[config.mk]
export PLATFORM = sky130hd
export DESIGN_NAME = pll_lock_supervisor
export DESIGN_NICKNAME = d
export VERILOG_FILES = /design/src/rtl/pll_lock_supervisor.sv
export SDC_FILE = /design/constraint.sdc
export NUM_CORES = 1
export LEC_CHECK = 0
export CAP_MARGIN = 20
export CELL_PAD_IN_SITES_DETAIL_PLACEMENT = 1
export CELL_PAD_IN_SITES_GLOBAL_PLACEMENT = 1
export CORE_ASPECT_RATIO = 0.5
export CORE_MARGIN = 2
export CORE_UTILIZATION = 43
export DETAILED_ROUTE_END_ITERATION = 12
export GPL_TIMING_DRIVEN = 0
export PLACE_DENSITY_LB_ADDON = 0.1
export SYNTH_ARGS = -nofsm -noshare
export SYNTH_HDL_FRONTEND = slang
export SYNTH_SLANG_ARGS = --single-unit
[constraint.sdc]
create_clock -name clk -period 6.03 [get_ports clk]
set_clock_uncertainty 0.1 [all_clocks]
set_input_delay 1.809 -clock clk [delete_from_list [all_inputs] [get_ports clk]]
set_output_delay 1.809 -clock clk [all_outputs]
set_load 0.005 [all_outputs]
[src/rtl/pll_lock_supervisor.sv]
// PLL lock supervisor: pulses the PLL reset, waits for lock, qualifies it for
// STABLE_CYCLES consecutive cycles, then releases the downstream reset.
// Re-enters the PLL reset sequence on a lock timeout or on loss of lock in RUN.
// Optional feature macro: PLL_SUP_LOST_CNT_EN builds the lost-lock counter;
// without it lost_cnt is tied to zero.
module pll_lock_supervisor #(
  parameter int unsigned RST_CYCLES    = 16,
  parameter int unsigned LOCK_TIMEOUT  = 65535,
  parameter int unsigned STABLE_CYCLES = 1024
) (
  input  logic       clk,
  input  logic       rst,
  input  logic       pll_lock,
  output logic       pll_rst,
  output logic       sys_rst,
  output logic       locked,
  output logic [3:0] retry_cnt,
  output logic [7:0] lost_cnt
);

  localparam logic [1:0] StResetPll = 2'd0;
  localparam logic [1:0] StWaitLock = 2'd1;
  localparam logic [1:0] StStable   = 2'd2;
  localparam logic [1:0] StRun      = 2'd3;

  // Terminal counts; the counter starts at 0 on state entry so each compares
  // against N-1, which always fits in 16 bits and never lets the counter wrap.
  localparam logic [15:0] RstLast     = 16'(RST_CYCLES - 1);
  localparam logic [15:0] TimeoutLast = 16'(LOCK_TIMEOUT - 1);
  localparam logic [15:0] StableLast  = 16'(STABLE_CYCLES - 1);

  logic [1:0]  sync_q;
  logic        lock_s;
  logic [1:0]  state_q, state_d;
  logic [15:0] cnt_q, cnt_d;
  logic [3:0]  retry_q;
  logic        retry_inc;
  logic        pll_rst_q, sys_rst_q, locked_q;

  assign lock_s = sync_q[1];

  // Two-flop synchronizer for the asynchronous PLL lock indication.
  always_ff @(posedge clk) begin
    if (rst) begin
      sync_q <= 2'b00;
    end else begin
      sync_q <= {sync_q[0], pll_lock};
    end
  end

  // Next-state and counter logic; every transition clears the counter.
  always_comb begin
    state_d   = state_q;
    cnt_d     = cnt_q + 16'd1;
    retry_inc = 1'b0;
    case (state_q)
      StResetPll: begin
        if (cnt_q == RstLast) begin
          state_d = StWaitLock;
          cnt_d   = '0;
        end
      end
      StWaitLock: begin
        if (lock_s) begin
          state_d = StStable;
          cnt_d   = '0;
        end else if (cnt_q == TimeoutLast) begin
          state_d   = StResetPll;
          cnt_d     = '0;
          retry_inc = 1'b1;
        end
      end
      StStable: begin
        if (!lock_s) begin
          state_d = StWaitLock;
          cnt_d   = '0;
        end else if (cnt_q == StableLast) begin
          state_d = StRun;
          cnt_d   = '0;
        end
      end
      StRun: begin
        // Nothing is timed in RUN, so the counter holds to avoid wrapping.
        cnt_d = cnt_q;
        if (!lock_s) begin
          state_d = StResetPll;
          cnt_d   = '0;
        end
      end
      default: begin
        state_d = StResetPll;
        cnt_d   = '0;
      end
    endcase
  end

  // State, counter and outputs; outputs are decoded from the state being entered.
  always_ff @(posedge clk) begin
    if (rst) begin
      state_q   <= StResetPll;
      cnt_q     <= '0;
      retry_q   <= '0;
      pll_rst_q <= 1'b1;
      sys_rst_q <= 1'b1;
      locked_q  <= 1'b0;
    end else begin
      state_q   <= state_d;
      cnt_q     <= cnt_d;
      pll_rst_q <= (state_d == StResetPll);
      sys_rst_q <= (state_d != StRun);
      locked_q  <= (state_d == StRun);
      if (retry_inc && (retry_q != 4'hF)) begin
        retry_q <= retry_q + 4'd1;
      end
    end
  end

  assign pll_rst   = pll_rst_q;
  assign sys_rst   = sys_rst_q;
  assign locked    = locked_q;
  assign retry_cnt = retry_q;

`ifdef PLL_SUP_LOST_CNT_EN
  logic [7:0] lost_q;
  logic       lost_inc;

  assign lost_inc = (state_q == StRun) && !lock_s;

  // Saturating count of lock losses while running.
  always_ff @(posedge clk) begin
    if (rst) begin
      lost_q <= '0;
    end else if (lost_inc && (lost_q != 8'hFF)) begin
      lost_q <= lost_q + 8'd1;
    end
  end

  assign lost_cnt = lost_q;
`else
  assign lost_cnt = 8'd0;
`endif

endmodule
==> results.toml, run 1 <==
[outcome]
status = "finished clean"

[setup_path]
worst-setup-path-type = "in2reg"
cp.arrival_ns = 3.32
cp_num_buf_inv = 2
crit_path_cell_trace = "clkdlybuf4s50_1 -> nor4_1 -> nor3_4 -> buf_6 -> nor2_1"
critPathRequiredTime_ns = 6.14
end_kind = "flip-flop"
cp_max_fo = 10
critPathSlowestCell = "nor4_1"
crit_path_start_kind = "input pin"
path_delay_family = "simple AND/OR/NAND/NOR gates"
cpPeakStageDelay_ns = 0.61

[grt]
track_usage_pct = 17.9
grt_overflow = 0
antenna_found_initial = 0
grt_max_degree = 15
grt_pass1_vias = 1133
grt_pass1_wl_um = 5150

[finish]
syn2layout_area_growth_pct = 15.6
stdcell_area_um2 = 1570
drive_gt1_share_pct = 10.9
diodes = 0
fill_cells = 367
fin_nets = 182
post-route-util_pct = 52.3

[floorplanning]
coreArea_um2 = 3000
die_w_um = 83.4
row_count = 14
io_pins = 18
start_util_pct = 45.2
die_h_um = 43.7
die-area_um2 = 3640

[sta]
slew_headroom_pct = 57.0
hold_ws_ns = 0.357
fin_crit_ns = 3.21
fin_ws_ns = 2.82
max_freq_ghz = 0.312
final-hold-violation-count = 0
finalSetupViolCount = 0
slew_viol_final = 0
setup-tns-final_ns = 0
tightestPinTransition_ns = 0.640
rsz0062_at_grt = "no"
fin_crit_sh_pct = 53.2

[yosys]
yosys.area.top_type_share_pct = 39.9
synth_seq_cells = 27
yosysWarnings = 0
synthArstFlopShare_pct = 0
syn-mean-instance-area_um2 = 8.74
synth_top_cell_by_area = "dfxtp_1"
ys_top_cells_by_area = "dfxtp_1 40%, nor2_1 7.8%, xor2_1 6.5%, xnor2_1 4.5%, buf_4 4.4%"
synth-seq-area-share_pct = 39.9
synthTopCellsByCount = "28 x nor2_1, 27 x dfxtp_1, 10 x nand3_1, 10 x xor2_1, 8 x buf_4"
synth-edff-count = 0
syn_inst = 155
synth_cell_type_count = 38
synthFlopType = "dfxtp_1"
synth.most_common_cell = "nor2_1"
syn_area_um2 = 1360

[power_and_ir_drop]
ir_drop_v = 0.0000790
pwr_density_cell_nw_per_um2 = 195
p_leak_nw = 0.568

[route]
drt_wl_total_um = 2860
drc = 0
wire_per_inst_um = 13.3
viasPerCell = 5.19
vias = 1115
first_pass_iters = 4
drt_iter0_markers = 44
postRouteAntennaNets = 0

[clock_tree]
cts_root_buf = "clkbuf_8"
cts_resized = 0
cts_buffers = 3
cts-hold-fix-buffers = 0
post-cts-setup-buffers = 0
clkTransAtPathRegs_ns = 0.10
clock_sinks = 27
htree_num_levels = 1
clock_tree.buffer_depth = 2
cts_tree = "yes"
clk_latency_ns = 0.27

[run]
drv_cap = 0

[min_path]
hp-class = "reg2reg"

[placed_design]
placed_area_um2 = 1520
hpwlAfterDp_um = 2190
portBuffers = 9
place_ws_ns = 2.52
gp_congestion = 0.820
[per-layer routing]
metal / vias up / wire length (um) / part of all wire (%) / GRT usage (%)
li1: 558 / - / - / -
met4: 0 / 0 / 0 / 1.97
met5: - / 0 / 0 / 0
met3: 0 / 129 / 4.5 / 5.14
met2: 20 / 1290 / 45 / 31.5
met1: 537 / 1440 / 50 / 23.2
[cell type report]
| class | instances | area (um2) | share of cell area (%) |
|---|---|---|---|
| multi-input cells | 119 | 743 | 47.4 |
| flip-flops and latches | 27 | 541 | 34.5 |
| well taps | 40 | 50.0 | 3.19 |
| plain buffers | 13 | 86.3 | 5.51 |
| inverters | 3 | 11.3 | 0.719 |
| repair buffers | 9 | 90.1 | 5.75 |
| clock buffers | 4 | 45.0 | 2.88 |
[logic make-up (layout without fill, tap and decap cells)]
| family | after synthesis | count (layout) | share of synthesized area (%) |
|---|---|---|---|
| multiplexers | 1 | 1 | 0.739 |
| other | 1 | 8 | 0.277 |
| buffers and inverters | 16 | 29 | 7.20 |
| XOR/XNOR | 17 | 17 | 11.0 |
| flip-flops | 27 | 27 | 39.9 |
| AND/OR/NAND/NOR | 79 | 79 | 32.8 |
| adder cells (fa/ha/maj) | 3 | 3 | 2.77 |
| AO/OA/AOI/OAI | 11 | 11 | 5.36 |
[stage by stage]
step,std cells,total power [mW]
5_1_grt,215,0.320
2_1_floorplan,162,0.200
6_report,215,0.305
3_3_place_gp,211,0.205
4_1_cts,215,0.309
3_5_place_dp,211,0.205
[state kept, by name (all words and copies together) (netlist names)]
register / count
sync_q: 2
locked: 1
state_q: 2
cnt_q: 16
pll_rst: 1
sys_rst: 1
retry_cnt: 4
[power breakdown]
group	total (mW)	switching [mW]	internal [mW]	leakage, nW
clock network	0.104	0.0566	0.0474	0.0228
registers	0.184	0.00298	0.181	0.219
logic	0.0176	0.00853	0.00909	0.327
total	0.305	0.0681	0.237	0.568
[worst paths after layout]
kind | start | endpoint | slack [ns] | cells after the start
max | rst | cnt_q[15]$_SDFFE_PP0P_ | 2.82 | 5
min | sync_q[0]$_SDFF_PP0_ | sync_q[1]$_SDFF_PP0_ | 0.36 | 1
max reg2reg | cnt_q[0]$_SDFFE_PP0P_ | cnt_q[15]$_SDFFE_PP0P_ | 3.70 | 7
min reg2reg | sync_q[0]$_SDFF_PP0_ | sync_q[1]$_SDFF_PP0_ | 0.36 | 1
[cell usage in the layout, fill, tap and decap left out, types with 3 or more instances in the layout]
cell             instances
conb_1                   8
nand3_1                 10
nand2_1                  7
xor2_1                  10
dfxtp_1                 27
nor2b_1                  3
inv_1                    3
nand2b_1                 3
xnor2_1                  7
clkbuf_8                 3
clkdlybuf4s50_1          9
nor2_1                  28
nor4_1                   4
nand4_1                  6
ha_1                     3
buf_4                    8
and3_1                   4
clkbuf_1                 5
Power figures use the tool's default switching activity.
==> run 2, diff against run 1 <==
- CORE_UTILIZATION: 43 -> 40
- clock period: 6.03 -> 3.2 ns (I/O delays scaled with it)
==> results.toml, run 2 (synthesis gave the netlist of run 1 again) <==
[finish]
diodes = 0
largest-register = "cnt_q"
final_cell_count_no_fill = 215
fill_cells = 386
largest_reg_flops = 16
syn2layout_area_growth_pct = 15.7
seq_area_um2 = 541
layout_common_cells = "28 x nor2_1, 27 x dfxtp_1, 10 x nand3_1, 10 x xor2_1, 9 x clkdlybuf4s50_1"
drive_gt1_share_pct = 11.4
fin_nets = 182
multi_input_area_um2 = 743
layout_commonest_cell = "nor2_1"

[setup_path]
crit_path_cell_trace = "clkdlybuf4s50_1 -> nor4_1 -> nor3_4 -> buf_6 -> nor2_1"
worst-setup-path-type = "in2reg"
cp.depth = 5
crit_path_start_kind = "input pin"
end_kind = "flip-flop"
rr_endpoint = "cnt_q[10]$_SDFFE_PP0P_"
path_delay_family = "simple AND/OR/NAND/NOR gates"
worst-r2r-setup-slack_ns = 0.86
worst_r2r_path_depth = 7
cp_num_buf_inv = 2
cp_max_fo = 10
critPathRequiredTime_ns = 3.31
cp.arrival_ns = 2.50
cpPeakStageDelay_ns = 0.63
critPathSlowestCell = "nor4_1"
r2r-start = "cnt_q[1]$_SDFFE_PP0P_"

[min_path]
min_from = "sync_q[0]$_SDFF_PP0_"
min_delay_path_depth = 1
hp-class = "reg2reg"
holdPathEnd = "sync_q[1]$_SDFF_PP0_"

[sta]
fin_crit_sh_pct = 74.7
slew_viol_final = 0
rsz0062_at_grt = "no"
finalSetupViolCount = 0
final-hold-violation-count = 0
max_freq_ghz = 0.419
setup-tns-final_ns = 0
fin_crit_ns = 2.39
slew_headroom_pct = 54.8
fin_ws_ns = 0.811
hold_ws_ns = 0.358
tightestPinTransition_ns = 0.671

[power_and_ir_drop]
p_leak_nw = 0.571
ir_drop_v = 0.000186
pwr_density_cell_nw_per_um2 = 366

[route]
first_pass_iters = 4
postRouteAntennaNets = 0
drt_wl_total_um = 2920
wire_per_inst_um = 13.6
drt_iter0_markers = 68
viasPerCell = 5.09
vias = 1094
drc = 0

[grt]
grt_overflow = 0
track_usage_pct = 16.4
grt_max_degree = 16
antenna_found_initial = 0
grt_pass1_vias = 1061
grt_pass1_wl_um = 4980

[clock_tree]
clock_sinks = 27
cts_buffers = 3
cts_resized = 0
clkTransAtPathRegs_ns = 0.09
post-cts-setup-buffers = 0
cts_root_buf = "clkbuf_8"
cts_tree = "yes"
cts-hold-fix-buffers = 0
clock_tree.buffer_depth = 2
clk_latency_ns = 0.27
htree_num_levels = 1

[placed_design]
gp_congestion = 0.819
place_ws_ns = 0.552
portBuffers = 9
hpwlAfterDp_um = 2200
placed_cells = 211

[floorplanning]
die_w_um = 86.3
coreArea_um2 = 3120
row_count = 14
io_pins = 18
die_h_um = 45.2
die-area_um2 = 3900
start_util_pct = 43.5

[run]
drv_cap = 0

[outcome]
status = "finished clean"
[run 2: cell types whose count changed in the layout (fill, tap and decap cells not counted), sizes merged]
cell,delta
clkbuf,-1
clkinv,+1
[run 2: per-stage QoR]
| stage | cell area (um2) | utilization [%] | power, mW |
|---|---|---|---|
| floorplan | 1380 | - | 0.378 |
| global placement | 1520 | 48.8 | 0.386 |
| detailed placement | 1520 | 48.8 | 0.387 |
| CTS | 1570 | 50.3 | 0.582 |
| global route | 1570 | 50.3 | 0.603 |
| finish | 1570 | 50.3 | 0.574 |
[run 2: cell type report]
class | count | area share, %
flip-flops and latches | 27 | 34.5
well taps | 40 | 3.19
repair buffers | 9 | 5.75
clock inverters | 1 | 0.319
multi-input cells | 119 | 47.4
plain buffers | 13 | 5.51
inverters | 3 | 0.718
clock buffers | 3 | 2.63
[run 2: power breakdown]
| group | internal [mW] | total [mW] | switching (mW) |
|---|---|---|---|
| registers | 0.340 | 0.346 | 0.00571 |
| logic | 0.0170 | 0.0328 | 0.0158 |
| clock network | 0.0873 | 0.196 | 0.108 |
[run 2: worst max-delay path by stage]
stage                     slack (ns)                endpoint                   from
after CTS                       0.84  cnt_q[10]$_SDFFE_PP0P_                    rst
after global routing            0.67  cnt_q[10]$_SDFFE_PP0P_  cnt_q[4]$_SDFFE_PP0P_
after global placement          0.59  cnt_q[15]$_SDFFE_PP0P_                    rst
final                           0.81  cnt_q[10]$_SDFFE_PP0P_                    rst
after detailed placement        0.55  cnt_q[13]$_SDFFE_PP0P_                    rst
after floorplan                 1.13  cnt_q[10]$_SDFFE_PP0P_  cnt_q[1]$_SDFFE_PP0P_
[run 2: layer usage]
metal	vias to the layer above	wire (um)	share of wire, %	GRT usage (%)
met4	0	14	0.48	2.50
met1	510	1500	51	22.7
met2	23	1280	44	26.7
met3	4	126	4.3	4.39
li1	557	-	-	-
met5	-	0	0	0
==> run 3, diff against run 2 <==
- clock period: 3.2 -> 2.2 ns (I/O delays scaled with it)
==> results.toml, run 3 (synthesis gave the netlist of run 1 again) <==
[clock_tree]
cts_tree = "yes"
clock_tree.buffer_depth = 2
clk_latency_ns = 0.27
clkTransAtPathRegs_ns = 0.09
cts_root_buf = "clkbuf_8"
clock_sinks = 27
htree_num_levels = 1
cts_buffers = 3

[floorplanning]
coreArea_um2 = 3120
io_pins = 18
row_count = 14
die-area_um2 = 3900
die_w_um = 86.3
die_h_um = 45.2
start_util_pct = 43.5

[finish]
layout_commonest_cell = "nor2_1"
stdcell_area_um2 = 1680
fill_cells = 382
syn2layout_area_growth_pct = 24.0
largest-register = "cnt_q"
multi_input_area_um2 = 802
fin_nets = 186
largest_reg_flops = 16
diodes = 0
seq_area_um2 = 553
drive_gt1_share_pct = 21.8
layout_common_cells = "28 x nor2_1, 21 x dfxtp_1, 13 x buf_4"

[setup_path]
critPathSlowestCell = "or4bb_1"
end_kind = "flip-flop"
critPathRequiredTime_ns = 2.25
crit_path_start_kind = "flip-flop"
cp_num_buf_inv = 1
path_delay_family = "simple AND/OR/NAND/NOR gates"
r2r-start = "cnt_q[9]$_SDFFE_PP0P_"
cpPeakStageDelay_ns = 0.56
worst-setup-path-type = "reg2reg"
worst_r2r_path_depth = 6
crit_path_cell_trace = "or4bb_1 -> nor4_4 -> o22ai_2 -> nor3_4 -> buf_4 -> a211oi_1"
rr_endpoint = "cnt_q[1]$_SDFFE_PP0P_"
worst-r2r-setup-slack_ns = 0.1
setup.worst_path.start = "cnt_q[9]$_SDFFE_PP0P_"
cp.arrival_ns = 2.16
crit_end = "cnt_q[1]$_SDFFE_PP0P_"
cp_max_fo = 7
cp.depth = 6

[sta]
hold_ws_ns = 0.358
fin_crit_ns = 2.10
finalSetupViolCount = 0
rsz0062_at_grt = "yes"
slew_viol_final = 0
final-hold-violation-count = 0
max_freq_ghz = 0.476
fin_crit_sh_pct = 95.6

[grt]
antenna_found_initial = 0
grt_max_degree = 16
grt_pass1_vias = 1055
grt_overflow = 0
track_usage_pct = 17.2
grt_pass1_wl_um = 5150

[route]
drt_wl_total_um = 3190
viasPerCell = 5.23
first_pass_iters = 4
drt_iter0_markers = 54
vias = 1146
drc = 0
wire_per_inst_um = 14.6
postRouteAntennaNets = 0

[placed_design]
portBuffers = 9
gp_congestion = 0.819
hpwlAfterDp_um = 2200
placed_area_um2 = 1520

[run]
drv_cap = 0

[power_and_ir_drop]
p_leak_nw = 0.620
power_mw = 0.848
ir_drop_v = 0.000274
pwr_density_cell_nw_per_um2 = 504

[outcome]
status = "finished clean"

[min_path]
hp-class = "reg2reg"
[run 3: stage by stage]
| stage | setup WS [ns] | TNS [ns] | util (%) | std cells |
|---|---|---|---|---|
| final | 0.0975 | 0 | 53.9 | 219 |
| after global routing | -0.0140 | -0.0288 | 53.9 | 219 |
| after floorplan | 0.134 | 0 | - | 162 |
| after global placement | -0.120 | -1.32 | 48.8 | 211 |
| after CTS | 0.000377 | 0 | 51.7 | 216 |
| after detailed placement | -0.148 | -1.63 | 48.8 | 211 |
[run 3: what timing repair did]
item / 4_1_cts / 5_1_grt
gates resized for setup: 11 / 10
pin swaps: 3 / 4
setup buffers: 2 / 3
gates cloned: 1 / 0
endpoints found under the setup margin: 11 / 17
hold buffers: 0 / 0
[run 3: worst register-to-register path, stage by stage, from the launching register on]
cell	delay [ns]
dfxtp_2	0.38
or4bb_1	0.57
nor4_4	0.37
o22ai_2	0.13
nor3_4	0.24
buf_4	0.17
a211oi_1	0.04
[run 3: power breakdown]
part           switching (mW)  internal (mW)
logic                  0.0294         0.0336
registers             0.00698          0.495
clock network           0.156          0.127
[run 3: routing by layer]
| metal | GRT usage, % | wire length [um] | vias up |
|---|---|---|---|
| li1 | - | - | 565 |
| met1 | 24.1 | 1670 | 556 |
| met2 | 28.1 | 1390 | 21 |
| met3 | 4.39 | 109 | 4 |
| met4 | 1.88 | 24 | 0 |
| met5 | 0 | 0 | - |
[run 3: worst min path at each step]
stage                              start                    to  slack (ns)  cells past startpoint
floorplan           sync_q[0]$_SDFF_PP0_  sync_q[1]$_SDFF_PP0_        0.31                      1
global placement    sync_q[0]$_SDFF_PP0_  sync_q[1]$_SDFF_PP0_        0.32                      1
detailed placement  sync_q[0]$_SDFF_PP0_  sync_q[1]$_SDFF_PP0_        0.34                      1
CTS                 sync_q[0]$_SDFF_PP0_  sync_q[1]$_SDFF_PP0_        0.36                      1
global route        sync_q[0]$_SDFF_PP0_  sync_q[1]$_SDFF_PP0_        0.38                      1
finish              sync_q[0]$_SDFF_PP0_  sync_q[1]$_SDFF_PP0_        0.36                      1
[run 3: layout make-up]
type                       instances  share of cell area, %
tap                               40                   2.98
buffer                            11                   4.69
timing repair buffer              15                   8.27
clock buffer                       3                   2.46
multi-input combinational        119                   47.7
sequential                        27                   32.9
clock inverter                     1                  0.298
inverter                           3                  0.670
